$ cat src/rtl/matmul_seq_ctrl.sv
// rtl/matmul_seq_ctrl.sv - i/j/k loop sequencer feeding operand addresses to the FP MAC
module matmul_seq_ctrl #(
  parameter int DIM_W  = 32,
  parameter int ADDR_W = 16
) (
  input  logic              i_clk,
  input  logic              i_reset,
  input  logic              i_start,
  input  logic [DIM_W-1:0]  i_num_i,
  input  logic [DIM_W-1:0]  i_num_j,
  input  logic [DIM_W-1:0]  i_num_k,
  output logic              o_op_valid,
  input  logic              i_op_ready,
  output logic [ADDR_W-1:0] o_a_addr,
  output logic [ADDR_W-1:0] o_b_addr,
  output logic              o_op_first,
  output logic              o_op_last,
  input  logic              i_acc_valid,
  output logic              o_c_we,
  output logic [ADDR_W-1:0] o_c_addr,
  output logic              o_busy,
  output logic              o_done,
  output logic              o_err
);

  typedef enum logic [2:0] {S_IDLE, S_ISSUE, S_WAIT_ACC, S_WRITE, S_DONE} state_t;

  localparam logic [DIM_W-1:0] ONE = DIM_W'(1);

  state_t            r_state;
  state_t            w_next;
  logic [DIM_W-1:0]  r_ni, r_nj, r_nk;
  logic [DIM_W-1:0]  r_i, r_j, r_k;
  logic              r_err;

  logic              w_k_last, w_j_last, w_i_last, w_xfer, w_any_zero;
  logic [ADDR_W-1:0] w_a_addr, w_b_addr, w_c_addr;

  assign w_k_last   = (r_k == r_nk - ONE);
  assign w_j_last   = (r_j == r_nj - ONE);
  assign w_i_last   = (r_i == r_ni - ONE);
  assign w_xfer     = (r_state == S_ISSUE) && i_op_ready;
  assign w_any_zero = (i_num_i == '0) || (i_num_j == '0) || (i_num_k == '0);

  // Modular arithmetic: the low ADDR_W bits of the full product/sum are all we keep.
  assign w_a_addr = ADDR_W'(r_i * r_nk + r_k);
  assign w_b_addr = ADDR_W'(r_k * r_nj + r_j);
  assign w_c_addr = ADDR_W'(r_i * r_nj + r_j);

  always_ff @(posedge i_clk or posedge i_reset) begin
    if (i_reset) r_state <= S_IDLE;
    else         r_state <= w_next;
  end

  always_comb begin
    w_next = r_state;
    case (r_state)
      S_IDLE:     if (i_start) w_next = w_any_zero ? S_DONE : S_ISSUE;
      S_ISSUE:    if (w_xfer && w_k_last) w_next = S_WAIT_ACC;
      S_WAIT_ACC: if (i_acc_valid) w_next = S_WRITE;
      S_WRITE:    w_next = (w_i_last && w_j_last) ? S_DONE : S_ISSUE;
      S_DONE:     w_next = S_IDLE;
      default:    w_next = S_IDLE;
    endcase
  end

  always_ff @(posedge i_clk or posedge i_reset) begin
    if (i_reset) begin
      r_ni  <= '0;
      r_nj  <= '0;
      r_nk  <= '0;
      r_i   <= '0;
      r_j   <= '0;
      r_k   <= '0;
      r_err <= 1'b0;
    end else begin
      case (r_state)
        S_IDLE: begin
          if (i_start) begin
            r_ni  <= i_num_i;
            r_nj  <= i_num_j;
            r_nk  <= i_num_k;
            r_i   <= '0;
            r_j   <= '0;
            r_k   <= '0;
            r_err <= 1'b0;
          end
        end
        S_ISSUE: begin
          if (w_xfer) r_k <= w_k_last ? '0 : r_k + ONE;
        end
        S_WRITE: begin
          if (w_j_last) begin
            r_j <= '0;
            r_i <= r_i + ONE;
          end else begin
            r_j <= r_j + ONE;
          end
        end
        default: ;
      endcase
      // A stray result overrides a same-cycle clear from start.
      if (i_acc_valid && (r_state != S_WAIT_ACC)) r_err <= 1'b1;
    end
  end

  always_comb begin
    o_op_valid = 1'b0;
    o_a_addr   = '0;
    o_b_addr   = '0;
    o_op_first = 1'b0;
    o_op_last  = 1'b0;
    o_c_we     = 1'b0;
    o_c_addr   = '0;
    o_done     = 1'b0;
    o_busy     = (r_state != S_IDLE);
    o_err      = r_err;
    case (r_state)
      S_ISSUE: begin
        o_op_valid = 1'b1;
        o_a_addr   = w_a_addr;
        o_b_addr   = w_b_addr;
        o_op_first = (r_k == '0);
        o_op_last  = w_k_last;
      end
      S_WRITE: begin
        o_c_we   = 1'b1;
        o_c_addr = w_c_addr;
      end
      S_DONE:  o_done = 1'b1;
      default: ;
    endcase
  end

endmodule

$ cat config.mk
export PLATFORM = sky130hd
export DESIGN_NAME = matmul_seq_ctrl
export DESIGN_NICKNAME = d
export VERILOG_FILES = /design/src/rtl/matmul_seq_ctrl.sv
export SDC_FILE = /design/constraint.sdc
export NUM_CORES = 2
export LEC_CHECK = 0
export CORE_ASPECT_RATIO = 1.2
export CORE_MARGIN = 2
export CORE_UTILIZATION = 24
export CTS_CLUSTER_SIZE = 16
export DETAILED_ROUTE_END_ITERATION = 10
export GPL_TIMING_DRIVEN = 0
export MAX_ROUTING_LAYER = met4
export PLACE_DENSITY = 0.42
export SYNTH_ARGS = -nofsm -noshare
export SYNTH_HDL_FRONTEND = slang
export SYNTH_SLANG_ARGS = --single-unit
$ cat constraint.sdc
create_clock -name i_clk -period 8.05 [get_ports i_clk]
set_input_delay 0.805 -clock i_clk [delete_from_list [all_inputs] [get_ports i_clk]]
set_output_delay 0.805 -clock i_clk [all_outputs]
set_load 0.005 [all_outputs]
==> impl_results.md <==
* Most used flip-flop cell after synthesis: dfrtp_1
* Total Neg Setup Slack at 0 ps
* PortBufs at 155
* Ys Warns at 0
* Buffers and inverters on the worst path at 7
* Post-synth cell types at 86
* Post-synth top area cell: fa_1
* Routed WL per cell at 21.0 µm
* Row count at 133
* CTS Hold Buffers Added at 0
* Std-Cell Core Area at 0.110 mm²
* Most common cell after layout, fill and taps aside: nand2_1
* Die area at 0.113 mm²
* Placed cell areas at 0.0299 mm²
* Die Y-Extent at 368 µm
* Crit. End Element: primary output
* Final Cycle Share at 96.4%
* Initial antenna violation count at 1
* Fill cells at 12000
* Reg clk slew, reported paths at 80 ps
* Vias at 23100
* Final Cell Area at 0.0306 mm²
* Setup CP Type: flip-flop to primary output
* Max Fclk at 0.129 GHz
* Post-synth EDFFs at 0
* DR pass1 iterations at 5
* Top cell type's share of synthesized area at 21.3%
* Most frequent cells in the layout: 588 x nand2_1, 503 x inv_1, 282 x fa_1, 191 x dfrtp_1, 177 x and2_1
* Status: completed
* Routed WL at 102000 µm
* Die X at 307 µm
* Remaining global-route overflow at 0
* Area grow syn2layout at 15.3%
* Placer Congestion at 0.894
* Largest net degree at the start of global routing at 103
* Slowest stage cell on the critical path: fa_1
* Syn_area_per_cell at 8.09 µm²
* RSZ-0062 raised after global routing: no
* Max-slew violations at 0
* Antenna viol nets, final at 0
* Cell Area, Synth at 0.0265 mm²
* DRT iter0 DRCs at 1492
* Power Density at 285 mW/mm²
* Final setup viols at 0
* Dominant cells by area after synthesis: fa_1 21%, dfrtp_1 18%, nand2_1 8.3%
* Critical path's top delay family: adder cells
* Worst Hold Class: flip-flop to flip-flop
* Slew headroom at 18.5%
* Clock sinks at 196
* Async SR Flop Fraction at 100%
* Critical path data arrival time at 6950 ps
* Vias per cell at 4.75
* Critical path fanouts, max at 10
* GRT Total Usage at 18.7%
* Root buf cell: clkbuf_16
* Ports at 156
* Htree depth at 4
* CTS Buffer Depth at 2
* Slew @ Worst Pin at 1210 ps
* Share of cells above drive strength 1 at 4.09%
* Final hold vios at 0
* First-pass GRT wire length at 153000 µm
* Starting Density at 24.2%
* Crit-path max cell delay at 570 ps
* Post-synthesis cell count at 3280
* Crit path required time at 7240 ps
* Drc violations at 0
* Post-DP HPWL at 81700 µm
* Leakage Power at 13.7 nW
* Number of nets in the layout at 3984
* Crit-path cells: buf_2 > clkbuf_4 > and2_1 > fa_1 > inv_1 > fa_1 > fa_1 > fa_1 > inv_1 > fa_1 > inv_1 > fa_1 > inv_1 > ha_1 > and3_1 > a21oi_1 > o21ai_0 > o41ai_2 > xnor2_1 > nor2_1 > clkdlybuf4s50_1
* Sequential share of the synthesized area at 18.5%
* Most frequent CP cell: fa_1
* Worst vdd ir at 0.000158 V
* Max-cap viol count at 0
* Mapped Nets at 3826
* Clk_lat worst skew at 510 ps
* CP startpoint kind: flip-flop
* CTS Buf Count at 17
* Vias in the first global route at 23600
* Minimum clock period at 7760 ps
* FF+latch count, synth at 196
* CTS tree: done
* Clock skew after layout at 12.5 ps
==> per-layer routing <==
| metal | vias up | GRT usage, % | wire length, µm |
|---|---|---|---|
| met5 | - | - | 0 |
| met4 | 0 | 5.15 | 2600 |
| met3 | 102 | 1.92 | 4120 |
| met2 | 547 | 31.2 | 49800 |
| met1 | 11600 | 24.0 | 45700 |
| li1 | 10900 | - | - |
==> cells by family after synthesis <==
kind of cell,Yosys count,share of synthesized area (%)
simple gates,1317,24.6
xor+xnor,246,8.12
buf+inv,697,10.1
compound gates,354,8.69
mux,25,0.967
fa+ha+maj,445,29.0
flops,196,18.5
==> flip-flops by register name, summed over array words and instances (netlist names) <==
register and flops:
r_nk 32, r_j 32, r_ni 32, r_state 3
r_nj 32, o_err 1, r_k 32, r_i 32
==> through the flow <==
step	setup slack, ps	instances	utilization [%]	total power, W	hold slack [ps]
after floorplan	1740	3280	-	0.00538	465
after global placement	-1820	4852	27.2	0.00779	497
after detailed placement	-385	4853	27.2	0.00778	500
after CTS	6.16	4875	27.8	0.00880	519
after global routing	0.983	4866	27.9	0.00952	554
final	292	4866	27.9	0.00870	520
==> final timing paths <==
kind	startpoint	endpoint	slack [ps]	cells past startpoint
max in group asynchronous	i_reset	r_k[2]	6110	3
max	r_i[9]	o_c_addr[15]	290	21
min reg2reg	r_nj[31]	r_nj[31]	520	2
min	r_nj[31]	r_nj[31]	520	2
max reg2reg	r_nj[1]	r_j[8]	2950	14
min in group asynchronous	i_reset	r_nj[15]	820	2
==> worst register-to-register path, cell delays in order, from the launching register on <==
cell and delay, ps:
dfrtp_1 360, buf_2 220, clkinvlp_4 300, ha_1 350, nor3b_1 580, and4_1 370, a21oi_1 100, a211o_1 270
and3_1 160, a21o_1 240, a31oi_4 400, clkbuf_1 650, clkbuf_1 670, a31oi_1 170, a31oi_1 190
==> synthesized netlist by cell type (all sizes together), types with 31 or more instances <==
cell      n
fa      282
a21o     35
o21ai    82
ha      163
and3     39
inv     504
a21oi    92
xor2     80
nor3     54
nand3    73
xnor2   166
nand2   589
clkbuf  172
and2    177
nand4    39
or4      31
nor4     79
a31oi    32
dfrtp   196
nor2    129
==> timing repair <==
item / 4_1_cts / 5_1_grt
resized for setup: 44 / 66
cloned: 0 / 0
endpoints found under the hold margin: 0 / 0
pin swaps: 0 / 1
buffers inserted: 0 / 1
endpoints found under the setup margin: 17 / 7
==> power breakdown <==
| group | leakage [nW] | internal, W | total, W | switching (W) |
|---|---|---|---|---|
| Sequential | 2.57 | 0.00129 | 0.00179 | 0.000501 |
| Combinational | 10.9 | 0.00224 | 0.00594 | 0.00371 |
| Clock | 0.288 | 0.000531 | 0.000966 | 0.000435 |
| Total | 13.7 | 0.00405 | 0.00870 | 0.00464 |
==> final cells by class <==
type | instances | area, µm² | area share [%]
tap | 1417 | 1770 | 5.80
clock buffer | 21 | 460 | 1.51
multi-input combinational | 2387 | 19000 | 62.0
timing repair buffer | 157 | 1590 | 5.19
inverter | 506 | 1910 | 6.25
buffer | 173 | 821 | 2.68
sequential | 196 | 4910 | 16.1
antenna | 1 | 2.50 | 0.00819
clock inverter | 8 | 151 | 0.495
Power figures use the tool's default switching activity.
